`config.mk`:
```
export PLATFORM = sky130hd
export DESIGN_NAME = core_lsu_queue
export DESIGN_NICKNAME = d
export VERILOG_FILES = /design/src/rtl/core_lsu_queue_pkg.sv /design/src/rtl/core_lsu_queue.sv
export SDC_FILE = /design/constraint.sdc
export NUM_CORES = 1
export LEC_CHECK = 0
export ABC_AREA = 1
export CAP_MARGIN = 40
export CORE_UTILIZATION = 58
export DETAILED_ROUTE_END_ITERATION = 8
export DONT_BUFFER_PORTS = 1
export GPL_ROUTABILITY_DRIVEN = 1
export GPL_TIMING_DRIVEN = 0
export PLACE_DENSITY = 0.85
export SETUP_SLACK_MARGIN = 0.5
export SLEW_MARGIN = 20
export SYNTH_ARGS = -nofsm -noshare
export SYNTH_HDL_FRONTEND = slang
export SYNTH_SLANG_ARGS = --single-unit
```
`constraint.sdc`:
```
create_clock -name clk -period 7.1 [get_ports clk]
set_input_delay 1.065 -clock clk [delete_from_list [all_inputs] [get_ports clk]]
set_output_delay 1.065 -clock clk [all_outputs]
set_load 0.03 [all_outputs]
```
`src/rtl/core_lsu_queue_pkg.sv`:
```
// Shared types for the load/store queue: memory handshake structs and the ring-buffer entry.
package core_lsu_queue_pkg;

    localparam int LSU_DATA_W = 32;
    localparam int LSU_RD_W   = 6;

    typedef struct packed {
        logic [LSU_DATA_W-1:0] write_data;
        logic                  valid;
        logic                  wen;
        logic                  byte_not_word;
        logic                  yumi;
    } mem_in_s;

    typedef struct packed {
        logic [LSU_DATA_W-1:0] read_data;
        logic                  valid;
        logic                  yumi;
    } mem_out_s;

    typedef struct packed {
        logic                  wen;
        logic                  byte_op;
        logic [LSU_DATA_W-1:0] addr;
        logic [LSU_DATA_W-1:0] wdata;
        logic [LSU_RD_W-1:0]   rd;
    } lsu_entry_s;

    function automatic logic [LSU_DATA_W-1:0] replicate_byte(input logic [7:0] b);
        return {(LSU_DATA_W/8){b}};
    endfunction

endpackage

```
`src/rtl/core_lsu_queue.sv`:
```
// In-order load/store queue: ring buffer with separate write, issue and retire pointers.
// Struct field widths come from the package, so DATA_W_P/RD_W_P must match its constants.
module core_lsu_queue
    import core_lsu_queue_pkg::*;
#(
    parameter int DEPTH_P   = 4,
    parameter int MAX_OUT_P = 2,
    parameter int DATA_W_P  = LSU_DATA_W,
    parameter int RD_W_P    = LSU_RD_W
) (
    input  logic                      clk,
    input  logic                      reset,
    input  logic                      req_valid_i,
    output logic                      req_ready_o,
    input  logic                      req_wen_i,
    input  logic                      req_byte_i,
    input  logic [DATA_W_P-1:0]       req_addr_i,
    input  logic [DATA_W_P-1:0]       req_wdata_i,
    input  logic [RD_W_P-1:0]         req_rd_i,
    input  logic                      flush_i,
    output mem_in_s                   to_mem_o,
    output logic [DATA_W_P-1:0]       mem_addr_o,
    input  mem_out_s                  from_mem_i,
    output logic                      wb_valid_o,
    input  logic                      wb_ready_i,
    output logic [RD_W_P-1:0]         wb_rd_o,
    output logic [DATA_W_P-1:0]       wb_data_o,
    output logic                      busy_o,
    output logic [$clog2(DEPTH_P):0]  count_o
);

    localparam int IDX_W = $clog2(DEPTH_P);
    localparam int PTR_W = IDX_W + 1;

    lsu_entry_s         buf_q [DEPTH_P];
    logic [PTR_W-1:0]   wr_q, wr_d;
    logic [PTR_W-1:0]   iss_q, iss_d;
    logic [PTR_W-1:0]   ret_q, ret_d;

    logic [PTR_W-1:0]   count_s;
    logic [PTR_W-1:0]   inflight_s;
    logic [IDX_W-1:0]   iss_idx_s;
    logic [IDX_W-1:0]   ret_idx_s;
    logic               accept_s;
    logic               issue_valid_s;
    logic               issue_fire_s;
    logic               resp_live_s;
    logic               retire_s;
    logic [DATA_W_P-1:0] load_data_s;

    // Pointer differences carry the wrap bit, so full and empty stay distinct.
    assign count_s       = wr_q - ret_q;
    assign inflight_s    = iss_q - ret_q;
    assign iss_idx_s     = iss_q[IDX_W-1:0];
    assign ret_idx_s     = ret_q[IDX_W-1:0];

    assign req_ready_o   = (count_s < PTR_W'(DEPTH_P));
    assign accept_s      = req_valid_i & req_ready_o & ~flush_i;
    assign issue_valid_s = (iss_q != wr_q) & (inflight_s < PTR_W'(MAX_OUT_P));
    assign issue_fire_s  = issue_valid_s & from_mem_i.yumi;

    // A response with nothing in flight is stale (e.g. from before a reset) and is ignored.
    assign resp_live_s   = from_mem_i.valid & (ret_q != iss_q);
    assign wb_valid_o    = resp_live_s & ~buf_q[ret_idx_s].wen;
    assign retire_s      = resp_live_s & (buf_q[ret_idx_s].wen | wb_ready_i);

    assign busy_o        = (count_s != {PTR_W{1'b0}});
    assign count_o       = count_s;

    // Next-state pointers; a flush rewinds wr to the post-issue iss and drops any accept.
    always_comb begin
        iss_d = iss_q;
        ret_d = ret_q;
        wr_d  = wr_q;
        if (issue_fire_s) begin
            iss_d = iss_q + PTR_W'(1);
        end else begin
            iss_d = iss_q;
        end
        if (retire_s) begin
            ret_d = ret_q + PTR_W'(1);
        end else begin
            ret_d = ret_q;
        end
        if (flush_i) begin
            wr_d = iss_d;
        end else if (accept_s) begin
            wr_d = wr_q + PTR_W'(1);
        end else begin
            wr_d = wr_q;
        end
    end

    // Pointer and entry storage registers.
    always_ff @(posedge clk) begin
        if (!reset) begin
            wr_q  <= '0;
            iss_q <= '0;
            ret_q <= '0;
            for (int i = 0; i < DEPTH_P; i++) begin
                buf_q[i] <= '0;
            end
        end else begin
            wr_q  <= wr_d;
            iss_q <= iss_d;
            ret_q <= ret_d;
            if (accept_s) begin
                buf_q[wr_q[IDX_W-1:0]] <= '{wen:     req_wen_i,
                                            byte_op: req_byte_i,
                                            addr:    req_addr_i,
                                            wdata:   req_wdata_i,
                                            rd:      req_rd_i};
            end else begin
                buf_q[wr_q[IDX_W-1:0]] <= buf_q[wr_q[IDX_W-1:0]];
            end
        end
    end

    // Memory request from the oldest waiting entry; fields read zero while idle.
    always_comb begin
        to_mem_o      = '0;
        mem_addr_o    = '0;
        to_mem_o.yumi = retire_s;
        if (issue_valid_s) begin
            to_mem_o.valid         = 1'b1;
            to_mem_o.wen           = buf_q[iss_idx_s].wen;
            to_mem_o.byte_not_word = buf_q[iss_idx_s].byte_op;
            to_mem_o.write_data    = buf_q[iss_idx_s].byte_op
                                   ? replicate_byte(buf_q[iss_idx_s].wdata[7:0])
                                   : buf_q[iss_idx_s].wdata;
            mem_addr_o             = buf_q[iss_idx_s].addr;
        end else begin
            to_mem_o.valid         = 1'b0;
        end
    end

    // Byte-lane select with zero extension for LBU; words pass through.
    always_comb begin
        load_data_s = '0;
        if (buf_q[ret_idx_s].byte_op) begin
            case (buf_q[ret_idx_s].addr[1:0])
                2'd0:    load_data_s = {{(DATA_W_P-8){1'b0}}, from_mem_i.read_data[7:0]};
                2'd1:    load_data_s = {{(DATA_W_P-8){1'b0}}, from_mem_i.read_data[15:8]};
                2'd2:    load_data_s = {{(DATA_W_P-8){1'b0}}, from_mem_i.read_data[23:16]};
                2'd3:    load_data_s = {{(DATA_W_P-8){1'b0}}, from_mem_i.read_data[31:24]};
                default: load_data_s = '0;
            endcase
        end else begin
            load_data_s = from_mem_i.read_data;
        end
    end

    // Writeback fields are only meaningful alongside wb_valid_o.
    always_comb begin
        wb_rd_o   = '0;
        wb_data_o = '0;
        if (wb_valid_o) begin
            wb_rd_o   = buf_q[ret_idx_s].rd;
            wb_data_o = load_data_s;
        end else begin
            wb_rd_o   = '0;
            wb_data_o = '0;
        end
    end

endmodule
```
[Yosys cells after proc, flatten, opt, wreduce, memory -nomap -nowiden]
Memory sizes are Yosys's and may differ from the RTL's. A register that Yosys moved wholly into a read port is not among the register bits.
Index checks and enable logic that the tools add are counted.
W data, S select, Z words.
Word-level totals
  memories: 1
  RAM bits: 288
  output and inout port bits: 112
  bits of input ports: 111
  register bits after elaboration: 9
  logic and storage cells: 59
Memories
  buf_q: depth 4, width 72, read ports 2, clocked after memory_dff 2, write ports 4, RTL line core_lsu_queue.sv:35  | lsu_entry_s buf_q [DEPTH_P];
Operators by class
  order comparisons: 2
  bitwise gates (word level): 11
  reduce and logical (&&, ||, !) cells: 5
  equality and inequality tests: 6
  $add $sub $neg: 5
  muxes and demuxes: 26
Operators by type and width (number)
  $mux W32: 5
  $mux W72: 2
  $pmux W32 S4: 1
  $reduce_or A72 Y1: 1
  $mux W2: 5
  $add A3 B1 Y3 const B: 3
  $mux W1: 9
  $mux W3: 3
  $and A1 B1 Y1: 7
  $mux W6: 1
  $ne A3 B3 Y1: 2
  $sub A3 B3 Y3: 2
  $eq A2 B2 Y1 const B: 2
  $lt A3 B2 Y1 const B: 1
  $lt A3 B3 Y1 const B: 1
  $reduce_bool A3 Y1: 1
  $eq A2 B1 Y1 const B: 1
  $logic_not A2 Y1: 1
  $not A1 Y1: 2
  $or A1 B1 Y1: 2
  $reduce_and A2 Y1: 1
  $reduce_bool A2 Y1: 1
  $ne A0 B0 Y1: 1

[Logic depth before layout (Yosys ltp)]
Gate-level depths: netlist of the first run.
  depth in word-level cells: 11
  depth in mapped cells: 16
  depth with buffers taken out: 13

[Worst setup path before layout of the first run]
OpenSTA, ideal clock, no wires.
  path kind: register to register
  start: register wr_q[0]
  end: memory buf_q[3][0] in the netlist's numbering, enable pin
  period minus slack after synthesis: 7928 ps
  arrival: 7319 ps
  cell stages (with the launch flop): 8
  slack: -828 ps
  buffers on the path: 0
  required time: 6491 ps
  cells stage by stage: dfxtp_1 -> inv_2 -> ha_1 -> fa_1 -> xor2_2 -> xor2_2 -> nand3_1 -> o31ai_1
RTL lines
  start, declared: RTL line core_lsu_queue.sv:36  | logic [PTR_W-1:0] wr_q, wr_d;
  start signal, assigned: RTL line core_lsu_queue.sv:104  | wr_q <= wr_d;
  end, declared: RTL line core_lsu_queue.sv:35

==> flow_metrics.env, run 1 <==
export IMPL_post_cts_setup_buffers=0
export IMPL_power_static_leakage_nw=6.49
export IMPL_ios=223
export IMPL_die_x_microns=159
export IMPL_cts_buffer_depth=3
export IMPL_ys_async_sr_fraction=0
export IMPL_syn_nets=1643
export IMPL_avgSynthCellArea_sq_um=9.38
export IMPL_ys_ff_latch=299
export IMPL_ctsRootBufferMaster="clkbuf_16"
export IMPL_dpl_hpwl_microns=26100
export IMPL_report_final_setup_viol=0
export IMPL_rsz0062_at_grt="no"
export IMPL_io_buffers=0
export IMPL_drtAntennaViolNets=0
export IMPL_area_growth_pct=10.5
export IMPL_dp_slack_ns=1.25
export IMPL_outcome="finished clean"
export IMPL_post_route_min_period_ns=6.22
export IMPL_skew_ns=0.0253
export IMPL_die_h_microns=159
export IMPL_grt_pass1_wl_microns=58700
export IMPL_drive_above_1_share=0.0675
export IMPL_cts_tree="done"
export IMPL_cp_data_required_time_ns=6.03
export IMPL_drt_iter0_drc=1214
export IMPL_drt_pass1_iter_count=6
export IMPL_viasPerCell=5.89
export IMPL_ir_drop_v=0.000287
export IMPL_cp_arrival_ns=5.16
export IMPL_place_congestion=0.826
export IMPL_cts_hold_buffers_added=0
export IMPL_post_drt_wl_per_cell_microns=20.2
export IMPL_syn_instance_count=1524
export IMPL_insertion_delay_ns=0.55
export IMPL_crit_type="reg2out"
export IMPL_grt_overflow=0
export IMPL_synth_edf_count=288
export IMPL_fp_coreArea_sq_mm=0.0242
export IMPL_start_kind="register"
export IMPL_tightest_slew_ns=0.816
export IMPL_nNetsFinal=1684
export IMPL_synth_cell_types=30
export IMPL_row_count=57
export IMPL_syn_area_sq_mm=0.0143
export IMPL_power_density_mw_per_mm2=441
export IMPL_drc_errors=0
export IMPL_vias=11300
export IMPL_synth_main_ff_cell="edfxtp_1"
export IMPL_hold_viol=0
export IMPL_clock_sinks=299
export IMPL_worst_hold_path_type="reg2reg"
export IMPL_drv_cap=0
export IMPL_grt_total_usage=0.301
export IMPL_worstSetupEndpointType="output pin"
export IMPL_first_global_vias=10700
export IMPL_yosysWarningCount=0
export IMPL_totalPowerFinal_mw=6.96
export IMPL_worst_slack_ns=0.876
export IMPL_fp_dieArea_sq_mm=0.0253
export IMPL_finalMaxSlewViolations=0
export IMPL_max_slew_margin=0.458
export IMPL_max_freq_mhz=161
export IMPL_path_max_fanout=10
export IMPL_timing_final_crit_share=0.877
export IMPL_cts_buffers=29
export IMPL_grt_max_degree=43
export IMPL_h_tree_depth=1
export IMPL_finalCoreUtilization=0.652
export IMPL_ys_seq_area_frac=0.620
export IMPL_path_clk_slew_ns=0.06
export IMPL_initial_utilization=0.589
export IMPL_postRouteWirelength_microns=38700
export IMPL_antenna_found_initial=1
report_power, final:
group | switching, mW | internal (mW) | total, mW
Clock | 0.642 | 0.816 | 1.46
Combinational | 2.64 | 0.641 | 3.28
Sequential | 0.0710 | 2.15 | 2.22
Total | 3.35 | 3.61 | 6.96
stage by stage:
stage | hold slack (ns) | area (sq um) | TNS (ns) | std cells
floorplan | 0.516 | 14300 | 0 | 1524
global route | 0.597 | 15800 | 0 | 1910
CTS | 0.567 | 15800 | 0 | 1910
finish | 0.564 | 15800 | 0 | 1911
global placement | 0.547 | 14700 | -74.90 | 1848
detailed placement | 0.555 | 14900 | 0 | 1858
per-layer routing:
metal	global-route usage	part of all wire	vias to the layer above
li1	-	-	5106
met1	0.369	0.36	5317
met2	0.518	0.49	731
met3	0.0570	0.10	108
met4	0.144	0.047	0
met5	0	0	-
final timing paths:
kind | to | slack [ns] | cells after the start | start
max | to_mem_o[17] | 0.88 | 15 | iss_q[0]$_SDFF_PN0_
max reg2reg | buf_q[1][24]$_SDFFCE_PN0P_ | 3.07 | 11 | wr_q[0]$_SDFFE_PN0P_
min reg2reg | iss_q[2]$_SDFF_PN0_ | 0.56 | 2 | iss_q[2]$_SDFF_PN0_
min | iss_q[2]$_SDFF_PN0_ | 0.56 | 2 | iss_q[2]$_SDFF_PN0_
area by class of cell:
class / instances / area, sq um
diodes: 1 / 2.50
plain buffers: 94 / 532
clock buffers: 38 / 790
clock inverters: 14 / 101
fillers: 1811 / 8450
inverters: 128 / 482
multi-input cells: 1003 / 4460
flip-flops and latches: 299 / 8870
well taps: 324 / 405
repair buffers: 10 / 161
flip-flops by register name (all words and copies together) (netlist names), named ones only:
name,count
wr_q,3
iss_q,3
ret_q,3
buf_q,288
placed cells by master (no fill, tap or decap), types with 4 or more instances in the layout:
master and instances:
o21ai_0 137, ha_1 6, a21oi_1 64, buf_2 10
dfxtp_1 11, nand3_1 37, a32o_1 9, clkbuf_1 53
clkbuf_16 29, buf_1 13, inv_2 5, nor2_1 586
clkinv_2 8, nand2_1 114, buf_6 24, inv_1 122
edfxtp_1 288, o211ai_1 25, nor2_2 4
cell families after synthesis:
group | Yosys count | share of synthesized area
simple gates | 751 | 0.204
flops | 299 | 0.620
compound gates | 238 | 0.0914
buf+inv | 222 | 0.0708
fa+ha+maj | 8 | 0.00805
xor+xnor | 5 | 0.00411
mux | 1 | 0.000700
cell usage after synthesis, types with 3 or more instances:
cell,instances,area [sq um]
nand2_1,117,439
nand3_1,37,185
clkbuf_1,48,180
ha_1,6,75.1
o211ai_1,25,188
inv_2,5,18.8
edfxtp_1,288,8650
nand3_4,3,52.6
a21oi_1,64,320
nor2_1,590,2210
a32o_1,9,90.1
dfxtp_1,11,220
buf_1,13,48.8
buf_6,21,236
o21ai_0,137,686
inv_1,122,458
buf_2,10,50.1
critical path, cell delays in order, from the launching register on:
cell and delay (ns):
dfxtp_1 0.34, inv_1 0.30, buf_2 0.36, clkbuf_1 0.55, clkbuf_2 0.40, ha_1 0.22, fa_1 0.16, inv_1 0.05
nand3_1 0.07, nand2_1 0.06, nor2_1 0.22, nand2_1 0.27, buf_2 0.30, nor2_1 0.57, a21oi_1 0.24, nor2_1 0.50
what timing repair did:
action	4_1_cts	5_1_grt
gates resized for setup	0	6
setup endpoints to repair	0	8
endpoints found under the hold margin	0	0
Note: power is estimated with default switching activity, not from simulation.
==> run 2, diff against run 1 <==
--- a/config.mk
+++ b/config.mk
@@ -6,14 +6,14 @@
 export NUM_CORES = 1
 export LEC_CHECK = 0
 export ABC_AREA = 1
+export ABC_CLOCK_PERIOD_IN_PS = 7100
 export CAP_MARGIN = 40
-export CORE_UTILIZATION = 58
+export CORE_UTILIZATION = 49
 export DETAILED_ROUTE_END_ITERATION = 8
 export DONT_BUFFER_PORTS = 1
 export GPL_ROUTABILITY_DRIVEN = 1
 export GPL_TIMING_DRIVEN = 0
-export PLACE_DENSITY = 0.85
-export SETUP_SLACK_MARGIN = 0.5
+export PLACE_DENSITY = 0.75
 export SLEW_MARGIN = 20
 export SYNTH_ARGS = -nofsm -noshare
 export SYNTH_HDL_FRONTEND = slang
==> flow_metrics.env, run 2 (synthesized netlist as in run 1, its figures left out) <==
export IMPL_post_cts_setup_buffers=0
export IMPL_worst_hold_path_type="reg2reg"
export IMPL_post_route_min_period_ns=6.61
export IMPL_regToRegStartpoint="wr_q[1]$_SDFFE_PN0P_"
export IMPL_reg2regPathDepth=10
export IMPL_grt_total_usage=0.267
export IMPL_drive_above_1_share=0.0635
export IMPL_grt_pass1_wl_microns=61400
export IMPL_cts_buffer_depth=3
export IMPL_drt_pass1_iter_count=5
export IMPL_max_slew_margin=0.408
export IMPL_dpl_instance_area_sq_mm=0.0150
export IMPL_h_tree_depth=1
export IMPL_antenna_found_initial=2
export IMPL_dp_slack_ns=1.18
export IMPL_crit_type="reg2out"
export IMPL_power_static_leakage_nw=6.54
export IMPL_skew_ns=0.00922
export IMPL_finalMaxSlewViolations=0
export IMPL_largest_register="buf_q"
export IMPL_grt_max_degree=46
export IMPL_timing_final_crit_share=0.931
export IMPL_cts_tree="done"
export IMPL_start_kind="register"
export IMPL_path_max_fanout=10
export IMPL_whs_path_depth=2
export IMPL_row_count=62
export IMPL_worst_slack_ns=0.487
export IMPL_die_h_microns=173
export IMPL_rsz0062_at_grt="no"
export IMPL_fp_dieArea_sq_mm=0.0299
export IMPL_finalSetupTns_ns=0
export IMPL_ir_drop_v=0.000294
export IMPL_clock_sinks=299
export IMPL_final_cell_mix="nor2_1 (590), edfxtp_1 (288), o21ai_0 (137)"
export IMPL_ctsRootBufferMaster="clkbuf_16"
export IMPL_r2r_slack_ns=2.98
export IMPL_first_global_vias=10800
export IMPL_hold_viol=0
export IMPL_grt_overflow=0
export IMPL_timing_rr_end="buf_q[0][29]$_SDFFCE_PN0P_"
export IMPL_holdPathEnd="iss_q[2]$_SDFF_PN0_"
export IMPL_nNetsFinal=1685
export IMPL_cts_buffers=30
export IMPL_initial_utilization=0.498
export IMPL_largest_reg_flops=288
export IMPL_dpl_hpwl_microns=27100
export IMPL_cp_data_required_time_ns=6.03
export IMPL_outcome="finished clean"
export IMPL_drc_errors=0
export IMPL_cts_hold_buffers_added=0
export IMPL_hold_start="iss_q[2]$_SDFF_PN0_"
export IMPL_place_congestion=0.821
export IMPL_max_freq_mhz=151
export IMPL_ios=223
export IMPL_vias=11200
export IMPL_worstSetupEndpointType="output pin"
export IMPL_final_area_sq_mm=0.0160
export IMPL_path_clk_slew_ns=0.06
export IMPL_report_final_setup_viol=0
export IMPL_viasPerCell=5.65
export IMPL_io_buffers=0
export IMPL_tightest_slew_ns=0.891
export IMPL_power_density_mw_per_mm2=445
export IMPL_postRouteWirelength_microns=40300
export IMPL_mostFrequentLayoutCell="nor2_1"
export IMPL_fp_coreArea_sq_mm=0.0287
export IMPL_drt_iter0_drc=1362
export IMPL_drtAntennaViolNets=0
export IMPL_insertion_delay_ns=0.56
export IMPL_cts_resized=0
export IMPL_post_drt_wl_per_cell_microns=20.4
export IMPL_drv_cap=0
export IMPL_area_growth_pct=11.8
export IMPL_die_x_microns=173
export IMPL_cp_arrival_ns=5.55
==> run 2: final cells by class <==
type                            instances  area (sq um)
Antenna cell                            1          2.50
Sequential cell                       299          8870
Buffer                                 94           531
Inverter                              128           482
Multi-Input combinational cell       1003          4450
Clock buffer                           43           861
Timing Repair Buffer                   10           163
Tap cell                              384           480
Clock inverter                         13           144
Fill cell                            2463         12700
==> run 2: metrics by stage <==
stage	util	instances	total power [mW]	hold slack (ns)
2_1_floorplan	-	1524	4.67	0.516
3_3_place_gp	0.515	1908	5.41	0.547
3_5_place_dp	0.522	1918	5.48	0.551
4_1_cts	0.557	1974	7.08	0.562
5_1_grt	0.557	1975	7.42	0.599
6_report	0.557	1975	7.11	0.567
==> run 2: how the worst max path moves through the flow <==
stage                         startpoint                      to  cells past startpoint
finish               iss_q[0]$_SDFF_PN0_            to_mem_o[34]                     15
global placement    wr_q[1]$_SDFFE_PN0P_  buf_q[3][24]$_DFFE_PP_                      6
detailed placement   iss_q[0]$_SDFF_PN0_            to_mem_o[26]                     15
global route         iss_q[0]$_SDFF_PN0_            to_mem_o[26]                     15
floorplan           wr_q[0]$_SDFFE_PN0P_   buf_q[3][0]$_DFFE_PP_                      7
CTS                  iss_q[0]$_SDFF_PN0_            to_mem_o[26]                     15
==> run 2: per-layer routing <==
metal | vias up | wire length [microns] | part of all wire | GRT usage
met1 | 5337 | 15500 | 0.39 | 0.336
met3 | 121 | 3600 | 0.089 | 0.0512
met2 | 594 | 19400 | 0.48 | 0.448
met5 | - | 11 | 0.00027 | 0
met4 | 2 | 1820 | 0.045 | 0.122
li1 | 5113 | - | - | -
==> run 2: power breakdown <==
group	leakage (nW)	internal [mW]	switching, mW
sequential	3.07	2.15	0.0696
clock	0.491	0.948	0.658
combinational	2.97	0.635	2.64
total	6.54	3.74	3.37
==> run 2: critical path: stages (launching register included) <==
cell      delay, ns
dfxtp_1        0.33
inv_1          0.30
buf_2          0.37
clkbuf_1       0.54
clkbuf_1       0.57
ha_1           0.28
fa_1           0.18
inv_1          0.05
nand3_1        0.07
nand2_1        0.05
nor2_1         0.22
nand2_1        0.30
buf_2          0.31
nor2_1         0.56
a21oi_1        0.27
nor2_1         0.58
